**src/rtl/snake_game_sequencer_if.sv**
```systemverilog
// Control/status bundle between the snake sequencer and its datapath and panel inputs.
// master = sequencer side, slave = datapath/panel side.
interface snake_game_sequencer_if;
  logic       pause;
  logic       up;
  logic       down;
  logic       left;
  logic       right;
  logic       ate;
  logic       collision;
  logic       move_ack;
  logic       init_req;
  logic       move_en;
  logic [1:0] move_dir;
  logic [1:0] state;
  logic [7:0] score;
  logic [2:0] scan_row;
  logic       scan_en;

  modport master (
    input  pause, up, down, left, right, ate, collision, move_ack,
    output init_req, move_en, move_dir, state, score, scan_row, scan_en
  );

  modport slave (
    output pause, up, down, left, right, ate, collision, move_ack,
    input  init_req, move_en, move_dir, state, score, scan_row, scan_en
  );
endinterface

```
**src/rtl/snake_game_sequencer.sv**
```systemverilog
// Single-clock game controller for the 8x8 snake: game FSM, move tick, direction latching,
// score keeping and the free-running LED row scan.
module snake_game_sequencer #(
  parameter int unsigned TICK_DIV  = 4500000,
  parameter int unsigned SCAN_DIV  = 50000,
  parameter int unsigned WIN_SCORE = 8
) (
  input  logic                   clk,
  input  logic                   rst_n,
  snake_game_sequencer_if.master bus
);

  typedef enum logic [1:0] {
    StInit   = 2'b00,
    StPlay   = 2'b01,
    StOver   = 2'b10,
    StPaused = 2'b11
  } state_e;

  localparam logic [24:0] TickLast = 25'(TICK_DIV - 1);
  localparam logic [24:0] ScanLast = 25'(SCAN_DIV - 1);
  localparam logic [7:0]  WinScore = 8'(WIN_SCORE);

  logic        pause_s1, pause_s2;
  logic [3:0]  btn_s1, btn_s2;  // {right, left, down, up}
  state_e      state_q;
  logic [1:0]  dir_q, pend_q;
  logic [7:0]  score_q;
  logic [24:0] tick_q, scan_q;
  logic [2:0]  row_q;
  logic        init_q, move_q, scan_en_q;

  logic       press_valid, press_accept, move_hit, move_lose, move_win;
  logic [1:0] press_dir;
  logic [7:0] score_inc;

  always_comb begin
    press_valid = $onehot(btn_s2);
    press_dir   = 2'd0;
    if (btn_s2[1])      press_dir = 2'd1;
    else if (btn_s2[2]) press_dir = 2'd2;
    else if (btn_s2[3]) press_dir = 2'd3;
    // Flipping bit 0 maps up<->down and left<->right.
    press_accept = press_valid && (press_dir != (dir_q ^ 2'b01));
    score_inc    = (score_q == 8'hFF) ? score_q : score_q + 8'd1;
    move_lose    = bus.move_ack & bus.collision;
    move_hit     = bus.move_ack & bus.ate & ~bus.collision;
    move_win     = move_hit && (score_inc == WinScore);
  end

  always_ff @(posedge clk or negedge rst_n) begin
    if (!rst_n) begin
      pause_s1 <= 1'b0;
      pause_s2 <= 1'b0;
      btn_s1   <= 4'd0;
      btn_s2   <= 4'd0;
    end else begin
      pause_s1 <= bus.pause;
      pause_s2 <= pause_s1;
      btn_s1   <= {bus.right, bus.left, bus.down, bus.up};
      btn_s2   <= btn_s1;
    end
  end

  always_ff @(posedge clk or negedge rst_n) begin
    if (!rst_n) begin
      state_q <= StInit;
      dir_q   <= 2'd0;
      pend_q  <= 2'd0;
      score_q <= 8'd0;
      tick_q  <= 25'd0;
      init_q  <= 1'b0;
      move_q  <= 1'b0;
    end else begin
      init_q <= 1'b0;
      move_q <= 1'b0;
      if (press_accept) pend_q <= press_dir;
      case (state_q)
        StInit: begin
          init_q  <= 1'b1;
          tick_q  <= 25'd0;
          score_q <= 8'd0;
          state_q <= StPlay;
        end
        StPlay, StPaused: begin
          if (move_hit) score_q <= score_inc;
          if (move_lose || move_win) begin
            state_q <= StOver;
          end else if (state_q == StPlay) begin
            if (pause_s2) begin
              state_q <= StPaused;
            end else if (tick_q == TickLast) begin
              move_q <= 1'b1;
              tick_q <= 25'd0;
              dir_q  <= pend_q;
            end else begin
              tick_q <= tick_q + 25'd1;
            end
          end else if (!pause_s2) begin
            state_q <= StPlay;  // divider resumes from its held value
          end
        end
        StOver: begin
          if (press_valid) state_q <= StInit;
        end
        default: state_q <= StInit;
      endcase
    end
  end

  always_ff @(posedge clk or negedge rst_n) begin
    if (!rst_n) begin
      scan_q    <= 25'd0;
      row_q     <= 3'd0;
      scan_en_q <= 1'b0;
    end else if (scan_q == ScanLast) begin
      scan_q    <= 25'd0;
      row_q     <= row_q + 3'd1;
      scan_en_q <= 1'b1;
    end else begin
      scan_q    <= scan_q + 25'd1;
      scan_en_q <= 1'b0;
    end
  end

  assign bus.init_req = init_q;
  assign bus.move_en  = move_q;
  assign bus.move_dir = dir_q;
  assign bus.state    = state_q;
  assign bus.score    = score_q;
  assign bus.scan_row = row_q;
  assign bus.scan_en  = scan_en_q;

endmodule

```
**src/flat_wrapper.sv**
```systemverilog
// flat-port wrapper written by rule: the top's interface ports become plain ports
module snake_game_sequencer_flat 
#(
  parameter int unsigned TICK_DIV  = 4500000,
  parameter int unsigned SCAN_DIV  = 50000,
  parameter int unsigned WIN_SCORE = 8
)
  (clk, rst_n, bus_pause, bus_up, bus_down, bus_left, bus_right, bus_ate, bus_collision, bus_move_ack, bus_init_req, bus_move_en, bus_move_dir, bus_state, bus_score, bus_scan_row, bus_scan_en);
  snake_game_sequencer_if bus_i ();
  input  logic clk;
  input  logic rst_n;
  input wire logic [$bits(bus_i.pause)-1:0] bus_pause;
  input wire logic [$bits(bus_i.up)-1:0] bus_up;
  input wire logic [$bits(bus_i.down)-1:0] bus_down;
  input wire logic [$bits(bus_i.left)-1:0] bus_left;
  input wire logic [$bits(bus_i.right)-1:0] bus_right;
  input wire logic [$bits(bus_i.ate)-1:0] bus_ate;
  input wire logic [$bits(bus_i.collision)-1:0] bus_collision;
  input wire logic [$bits(bus_i.move_ack)-1:0] bus_move_ack;
  output wire logic [$bits(bus_i.init_req)-1:0] bus_init_req;
  output wire logic [$bits(bus_i.move_en)-1:0] bus_move_en;
  output wire logic [$bits(bus_i.move_dir)-1:0] bus_move_dir;
  output wire logic [$bits(bus_i.state)-1:0] bus_state;
  output wire logic [$bits(bus_i.score)-1:0] bus_score;
  output wire logic [$bits(bus_i.scan_row)-1:0] bus_scan_row;
  output wire logic [$bits(bus_i.scan_en)-1:0] bus_scan_en;
  assign bus_i.pause = bus_pause;
  assign bus_i.up = bus_up;
  assign bus_i.down = bus_down;
  assign bus_i.left = bus_left;
  assign bus_i.right = bus_right;
  assign bus_i.ate = bus_ate;
  assign bus_i.collision = bus_collision;
  assign bus_i.move_ack = bus_move_ack;
  assign bus_init_req = bus_i.init_req;
  assign bus_move_en = bus_i.move_en;
  assign bus_move_dir = bus_i.move_dir;
  assign bus_state = bus_i.state;
  assign bus_score = bus_i.score;
  assign bus_scan_row = bus_i.scan_row;
  assign bus_scan_en = bus_i.scan_en;
  snake_game_sequencer #(.TICK_DIV(TICK_DIV), .SCAN_DIV(SCAN_DIV), .WIN_SCORE(WIN_SCORE)) u_core (.clk(clk), .rst_n(rst_n), .bus(bus_i));
endmodule
```
**config.mk**
```make
export PLATFORM = sky130hd
export DESIGN_NAME = snake_game_sequencer_flat
export DESIGN_NICKNAME = d
export VERILOG_FILES = /design/src/rtl/snake_game_sequencer_if.sv /design/src/rtl/snake_game_sequencer.sv /design/src/flat_wrapper.sv
export SDC_FILE = /design/constraint.sdc
export NUM_CORES = 1
export LEC_CHECK = 0
export CAP_MARGIN = 20
export CORE_ASPECT_RATIO = 0.6
export CORE_MARGIN = 3
export CORE_UTILIZATION = 40
export CTS_CLUSTER_SIZE = 16
export DETAILED_ROUTE_END_ITERATION = 10
export SLEW_MARGIN = 10
export SYNTH_ARGS = -nofsm -noshare
export SYNTH_HDL_FRONTEND = slang
export SYNTH_SLANG_ARGS = --single-unit
```
**constraint.sdc**
```tcl
create_clock -name clk -period 2.37 [get_ports clk]
set_input_delay 0.474 -clock clk [delete_from_list [all_inputs] [get_ports clk]]
set_output_delay 0.474 -clock clk [all_outputs]
set_load 0.02 [all_outputs]
```
# After elaboration in Yosys (flattened, before gate mapping)
# Index checks and enable logic that the tools add are counted.
# totals
reg_bits,80
# op_classes
add_sub_neg,7
eq_ne,16
n_mux,25
n_bitwise,7
n_reduce_logical,10
# op_table
cell,n
$mux W25,5
$add A25 B1 Y25 const B,2
$pmux W25 S2,1
$eq A25 B16 Y1 const B,1
$eq A25 B23 Y1 const B,1
$mux W2,8
$mux W8,2
$pmux W8 S2,1
$add A8 B1 Y8 const B,1
$eq A8 B4 Y1 const B,1
$eq A8 B8 Y1 const B,1
$mux W1,7
$ne A2 B1 Y1 const B,3
$pmux W2 S3,1
$reduce_and A5 Y1,1
$add A1 B1 Y2,2
$eq A2 B2 Y1 const B,2
$ne A2 B2 Y1 const B,2
$ne A4 B2 Y1 const B,1
$ne A4 B4 Y1 const B,1
$not A1 Y1,4
$reduce_and A4 Y1,1
$add A3 B1 Y3 const B,1
$add A3 B3 Y3,1
11 further kinds,14

# Logic depth before layout (Yosys ltp)
# depth
ltp_word,7
mapped_depth,10
mapped_depth_nobuf,10

# Worst setup path after synthesis
# OpenSTA, ideal clock, no wires.
# synth_path
path_kind,reg-to-reg
from,register u_core.score_q[1] (netlist: u_core.bus.score[1])
to,register u_core.tick_q[0]
setup_time_ps,125
arrival_time_ps,2383
setup_slack_ps,-138
path_stages_with_launch,8
cell_sequence,dfrtp_1 -> ha_1 -> nor4b_1 -> o31ai_4 -> o31a_1 -> buf_2 -> buf_2 -> mux2_2
# synth_between
elab_chain_len,7
# synth_lines
item,line,rtl
from (decl),snake_game_sequencer.sv:28,logic [7:0] score_q;
from (signal assigned),snake_game_sequencer.sv:86,if (move_hit) score_q <= score_inc;
$add A8 B1 Y8 / $eq A8 B8 Y1 (equally long branches),snake_game_sequencer.sv:45,score_inc = (score_q == 8'hFF) ? score_q : score_q + 8'd1;
$mux W8 (*),snake_game_sequencer.sv:45,
$eq A8 B4 Y1 (*),snake_game_sequencer.sv:48,move_win = move_hit && (score_inc == WinScore);
$logic_and A1 B1 Y1 (*),snake_game_sequencer.sv:48,
$logic_or A1 B1 Y1 (*),snake_game_sequencer.sv:87,if (move_lose || move_win) begin
$ne A2 B2 Y1 (no source line) (*),-,
$reduce_and A4 Y1 (no source line) (*),-,
to (signal assigned),snake_game_sequencer.sv:97,tick_q <= tick_q + 25'd1;
to (decl),snake_game_sequencer.sv:29,"logic [24:0] tick_q, scan_q;"
# Mark *: on every way between the ends. The rest lies on a longest branch, timed or not.
# A chain may end at the register's enable or synchronous reset.

# Final worst setup path
# layout_path
from,register u_core.score_q[1] (netlist: u_core.bus.score[1])
to,register u_core.dir_q[1] (netlist: u_core.bus.move_dir[1])
# layout_between
elab_chain_len,7
# layout_lines
item,line,rtl
$add A8 B1 Y8 / $eq A8 B8 Y1 (equally long branches),snake_game_sequencer.sv:45,
$mux W8 (*),snake_game_sequencer.sv:45,
$eq A8 B4 Y1 (*),snake_game_sequencer.sv:48,
$logic_and A1 B1 Y1 (*),snake_game_sequencer.sv:48,
$logic_or A1 B1 Y1 (*),snake_game_sequencer.sv:87,
$not A1 Y1 (no source line) (*),-,
$reduce_and A5 Y1 (no source line) (*),-,
to (signal assigned),snake_game_sequencer.sv:95,dir_q <= pend_q;
to (decl),snake_game_sequencer.sv:27,"logic [1:0] dir_q, pend_q;"
# Marks and branches as above.

==> impl_metrics.tcl <==
set metrics [dict create \
    grt_pass1_wl_mm 17.0 \
    start_util_pct 41.9 \
    antenna_found_initial 0 \
    leakagePower_nw 2.33 \
    grt_pass1_vias 3233 \
    cap_violations 0 \
    yosysMostFrequentCell "dfrtp_1" \
    cts_tree "done" \
    synthToLayoutAreaGrowth_pct 26.8 \
    path_max_fanout 5 \
    clkTransAtPathRegs_ps 60 \
    fin_hold_ws_ps 155 \
    yosysSeqAreaShare_pct 47.6 \
    nets 498 \
    ant_nets 0 \
    coreArea_sq_mm 0.0101 \
    avgRoutedWirePerCell_microns 16.1 \
    final_core_utilization_pct 53.1 \
    insertion_delay_ps 330 \
    tightest_slew_ps 629 \
    routed-via-count 3406 \
    multi_input_area_sq_mm 0.00215 \
    ys.warnings.count 0 \
    hold_violations 0 \
    synthAdderAreaFrac_pct 3.15 \
    die_area_sq_mm 0.0118 \
    seq_area_sq_mm 0.00200 \
    synthTopCellsByArea "dfrtp_1, xnor2_1, nor2_1, nand2_1, nand3_1" \
    port_buffers 27 \
    cts.htree.levels 3 \
    fin_worst_skew_ps 4.65 \
    grt-ovfl-total 0 \
    status "finished clean" \
    finalMaxSlewViolations 0 \
    cts-root-buf "clkbuf_16" \
    rsz0062_at_grt "yes" \
    synthXorXnorAreaFrac_pct 5.83 \
    numClockSinks 80 \
    period_share_pct 98.1 \
    hold_class "input port to asynchronous set/reset pin" \
    synth-simple-area-share_pct 24.7 \
    stdcell_area_sq_mm 0.00534 \
    synthCells 417 \
    gr-usage-all-layers_pct 17.9 \
    synthMuxAreaShare_pct 2.79 \
    critPathKind "register to register" \
    wl_mm 9.97 \
    avgSynthCellArea_sq_um 10.1 \
    setup_viol 0 \
    num_io_pins 28 \
    yosysTopAreaCell "dfrtp_1" \
    synth_top_area_share_pct 47.6 \
    ctsLongestPathBuffers 2 \
    detail_route.vias_per_cell 5.51 \
    drive_gt1_share_pct 19.0 \
    place_hpwl_mm 6.97 \
    synth_edf_count 0 \
    syn_area_sq_mm 0.00421 \
    synth_common_cells "dfrtp_1, nor2_1, nand2_1" \
    cpPeakStageDelay_ps 430 \
    peakVddDrop_mv 0.495 \
    drt_first_pass_iters 4 \
    fin_crit_ps 2320 \
    synth_nets 437 \
    p_per_area_mw_per_mm2 742 \
    die_w_microns 138 \
    cp_slowest_cell "or3_4" \
    placed_area_sq_mm 0.00487 \
    crit_path_start_kind "register" \
    slew_headroom_pct 58.1 \
    crit_chain "ha_4 > and3_4 > and4bb_2 > o31ai_4 > o31ai_1 > or3_4 > mux2_1" \
    drt_iter0_markers 259 \
    diodes 0 \
    synth.ff_latch_count 80 \
    synth_compound_area_share_pct 12.4 \
    async_reset_ff_share_pct 100 \
    drc 0 \
    synth_top_family_by_area "simple AND/OR/NAND/NOR gates" \
    rows 28 \
    power_mw 3.96 \
    required_ps 2580 \
    synth_cell_types 65 \
    crit_arrival_ps 2530 \
    hold_buffers 0 \
    floorplan.die.height_microns 85.5 \
    worst_setup_path_end_kind "register" \
    nFillCells 897 \
    gp_congestion 0.812 \
    synth_flop_cell "dfrtp_1" \
    grt_max_degree 48 \
    numCtsBuffers 9 \
    fmax_ghz 0.430 \
]
[per-stage QoR]
step,TNS [ps],setup slack (ps),instances
after floorplan,0,3.95,417
after global placement,-3760,-214,598
after detailed placement,-5000,-279,598
after CTS,0,43.3,616
after global routing,-138,-49.0,618
final,0,45.2,618
[worst paths after layout]
check	startpoint	to	slack (ps)	cells after the start
worst max-delay path	u_core.bus.score[1]$_DFFE_PN0P_	u_core.bus.move_dir[1]$_DFFE_PN0P_	50	7
worst min-delay path	rst_n	u_core.bus.move_dir[0]$_DFFE_PN0P_	150	1
worst max register to register	u_core.bus.score[1]$_DFFE_PN0P_	u_core.bus.move_dir[1]$_DFFE_PN0P_	50	7
worst min register to register	u_core.btn_s1[3]$_DFF_PN0_	u_core.btn_s2[3]$_DFF_PN0_	350	0
max in group asynchronous	rst_n	u_core.tick_q[7]$_DFFE_PN0P_	1580	2
min in group clk	u_core.btn_s1[3]$_DFF_PN0_	u_core.btn_s2[3]$_DFF_PN0_	350	0
[critical path: cells and delay by family, from the launching register on]
kind | cells | cell delay [ps]
simple gates | 3 | 830
compound gates | 2 | 450
flops | 1 | 420
mux | 1 | 320
fa+ha+maj | 1 | 180
[sequential cells by signal, indices dropped and copies added, names as in the netlist]
name and count:
u_core.bus.state 2, u_core.scan_q 25, u_core.bus.scan_row 3, u_core.bus.score 8, u_core.pend_q 2, u_core.tick_q 25
u_core.bus.move_dir 2, u_core.btn_s2 4, u_core.bus.init_req 1, u_core.pause_s2 1, u_core.pause_s1 1, u_core.bus.move_en 1
u_core.bus.scan_en 1, u_core.btn_s1 4
[repair_timing]
action | 4_1_cts | 5_1_grt
setup buffers | 2 | 2
gates resized for setup | 4 | 16
endpoints found under the setup margin | 2 | 21
pin swaps | 1 | 3
cloned | 0 | 0
[layout make-up]
cell class	instances	area share, %
clock inverter	6	2.18
tap	135	3.16
multi-input combinational	308	40.3
sequential	80	37.5
clock buffer	10	4.29
timing repair buffer	68	11.7
inverter	11	0.774
[kinds of logic (layout without fill, tap and decap cells)]
logic type | after synthesis | count (layout)
AO/OA/AOI/OAI | 70 | 70
XOR/XNOR | 28 | 28
adder cells (fa/ha/maj) | 10 | 10
buffers and inverters | 29 | 95
flip-flops | 80 | 80
multiplexers | 11 | 11
AND/OR/NAND/NOR | 189 | 189
[power breakdown]
group | switching, mW | internal [mW] | total, mW | leakage, nW
Clock | 0.562 | 1.04 | 1.60 | 0.167
Sequential | 0.0894 | 1.45 | 1.53 | 1.07
Combinational | 0.441 | 0.387 | 0.828 | 1.10
[placed cells by master, fill, tap and decap left out, types with 7 or more instances in the layout]
master           count
dfrtp_1             79
nor2_1              37
buf_4               37
nand2_1             33
nand3_1             25
clkdlybuf4s50_1     24
nand4_1             18
xnor2_1             17
a21oi_1             14
inv_1               11
xor2_1              11
and3_1              10
o21ai_0             10
clkbuf_16            9
ha_1                 8
nor4_1               7
nor3_1               7
[per-layer routing]
| layer | global-route usage [%] | vias up | part of all wire, % |
|---|---|---|---|
| li1 | - | 1660 | - |
| met1 | 27.9 | 1658 | 55 |
| met2 | 24.4 | 82 | 40 |
| met3 | 4.67 | 6 | 4.4 |
| met4 | 4.30 | 0 | 0.81 |
| met5 | 0 | - | 0 |
Power figures use the tool's default switching activity.
==> RTL change (same settings) <==
Make the reset (`rst_n`) synchronous in 3 clocked blocks.
--- a/src/rtl/snake_game_sequencer.sv
+++ b/src/rtl/snake_game_sequencer.sv
@@ -48,7 +48,7 @@
     move_win     = move_hit && (score_inc == WinScore);
   end
 
-  always_ff @(posedge clk or negedge rst_n) begin
+  always_ff @(posedge clk) begin
     if (!rst_n) begin
       pause_s1 <= 1'b0;
       pause_s2 <= 1'b0;
@@ -62,7 +62,7 @@
     end
   end
 
-  always_ff @(posedge clk or negedge rst_n) begin
+  always_ff @(posedge clk) begin
     if (!rst_n) begin
       state_q <= StInit;
       dir_q   <= 2'd0;
@@ -108,7 +108,7 @@
     end
   end
 
-  always_ff @(posedge clk or negedge rst_n) begin
+  always_ff @(posedge clk) begin
     if (!rst_n) begin
       scan_q    <= 25'd0;
       row_q     <= 3'd0;
Formal check against the unedited RTL: differs if rst_n is asserted again (counterexample within 4 cycles, from zero or initial values and one cycle with rst_n low); with rst_n held inactive, the same outputs for 10 cycles.
==> RTL change against the original RTL <==
Sequential share of layout area down 4.2 points; sequential cell count stayed put; global-route usage is 0.52 points lower; synthesized cell count rose by 7.4%; synthesized area fell by 8.8%; routed wire length shrank 10%; final cell count increased by 2.9%; die area is 8.3% lower; design area decreased by 9.8%; setup slack gained 0.037 ns.
Power is not compared: it rests on default switching activity, and its combinational part moved more than twofold at a synthesized area within 25%.
==> RTL change: results <==
metrics = {
    "global_routing": {
        "grt_pass1_vias": 3060,
        "grt_pass1_wl_microns": 14990,
        "track_usage_pct": 17.35,
        "grt_max_degree": 30,
        "gr-total-overflow": 0,
    },
    "placed_design": {
        "hpwlAfterDp_microns": 6465,
        "gp_congestion": 0.8753,
        "place_ws_ns": -0.1365,
    },
    "route": {
        "drtPass1Iterations": 5,
        "routed_wl_microns": 8980,
        "first_iter_violations": 388,
        "vias_per_cell": 5.335,
    },
    "synthesis": {
        "async_flop_share_pct": 0,
        "synth_cell_types": 49,
        "synthTopCellsByArea": "dfxtp_1 (42%), nor2_1 (5.3%), xnor2_1 (5.0%)",
        "yosys_warnings": 0,
        "synth_common_cells": "dfxtp_1 (80), nor2_1 (54), nand3_1 (29)",
        "synthFlopType": "dfxtp_1",
        "ys_seq_area_share_pct": 41.73,
        "syn_nets": 468,
    },
    "hold_path": {
        "holdCritPathClass": "flip-flop to flip-flop",
    },
    "run_status": {
        "status": "complete, no violations",
    },
    "cells_and_area": {
        "n_fill_cell": 832,
        "nets": 525,
        "drive_gt1_share_pct": 13.53,
    },
    "clock_tree": {
        "clkTransAtPathRegs_ns": 0.06,
        "cts_buffers": 9,
        "clk_latency_ns": 0.34,
        "root_buffer": "clkbuf_16",
        "htree_levels": 3,
        "clock_path_buffers": 2,
    },
    "power": {
        "p_leak_uw": 0.001693,
        "p_int_uw": 2259,
    },
    "timing": {
        "worst_slew_pin_slew_ns": 0.5111,
        "skew_ns": 0.005195,
        "fmax_mhz": 437.2,
        "hold_slack_ns": 0.4308,
    },
    "critical_path": {
        "cp.arrival_ns": 2.52,
        "cp_max_fo": 2,
        "regToRegSetupSlack_ns": 0.08,
    },
}
==> RTL change: cells by family after synthesis <==
family,share of synthesized area (%)
buffers and inverters,4.597
XOR/XNOR,7.303
multiplexers,1.304
flip-flops,41.73
AO/OA/AOI/OAI,13.07
AND/OR/NAND/NOR,28.53
adder cells (fa/ha/maj),3.456
==> RTL change: power by group through the flow <==
stage | clock, uW | combinational [uW] | sequential [uW]
global placement | 0 | 209 | 1410
floorplan | 0 | 101 | 1420
finish | 1310 | 238 | 1390
CTS | 1340 | 218 | 1380
global route | 1400 | 259 | 1390
detailed placement | 0 | 213 | 1410
==> RTL change: stage by stage <==
step / cells / power [uW] / area [sq um] / TNS, ns
4_1_cts: 635 / 2943 / 4753 / 0
3_5_place_dp: 618 / 1628 / 4456 / -2.952
2_1_floorplan: 448 / 1518 / 3837 / 0
6_report: 636 / 2931 / 4815 / 0
3_3_place_gp: 618 / 1624 / 4456 / -1.197
5_1_grt: 636 / 3050 / 4815 / -0.04953
==> RTL change: final cells by class <==
type                       instances  share of cell area, %
multi-input combinational        329                  43.87
sequential                        80                  33.32
timing repair buffer              64                  11.98
clock buffer                      12                  5.327
tap                              126                  3.274
inverter                          21                  1.637
clock inverter                     4                 0.5977
==> RTL change: path summary, 6_finish.rpt <==
| path | end | startpoint | cells after the start |
|---|---|---|---|
| worst max-delay path | u_core.pend_q[0] | u_core.btn_s2[3] | 9 |
| worst min-delay path | u_core.btn_s2[3] | u_core.btn_s1[3] | 1 |
| worst max register to register | u_core.pend_q[0] | u_core.btn_s2[3] | 9 |
| worst min register to register | u_core.btn_s2[3] | u_core.btn_s1[3] | 1 |
==> RTL change: layer usage <==
metal  vias up  part of all wire [%]  global-route usage (%)
li1       1732                     -                       -
met1      1563                    56                   25.84
met2        87                    37                   23.75
met3        11                   6.1                   4.957
met4         0                  0.95                   5.602
met5         -                     0                       0
==> RTL change: critical path, cell delays in order (launching register included) <==
cell     delay [ns]
dfxtp_2        0.33
inv_2          0.05
ha_4           0.24
ha_4           0.16
fa_1           0.47
nor3b_2        0.26
o31a_1         0.17
o21ai_1        0.08
buf_4          0.15
o311a_1        0.28
==> RTL change: repair_timing <==
action                     4_1_cts  5_1_grt
setup buffers                    1        1
resized for setup                1       13
setup endpoints to repair        2       17
cloned                           0        0
pin swaps                        1        5
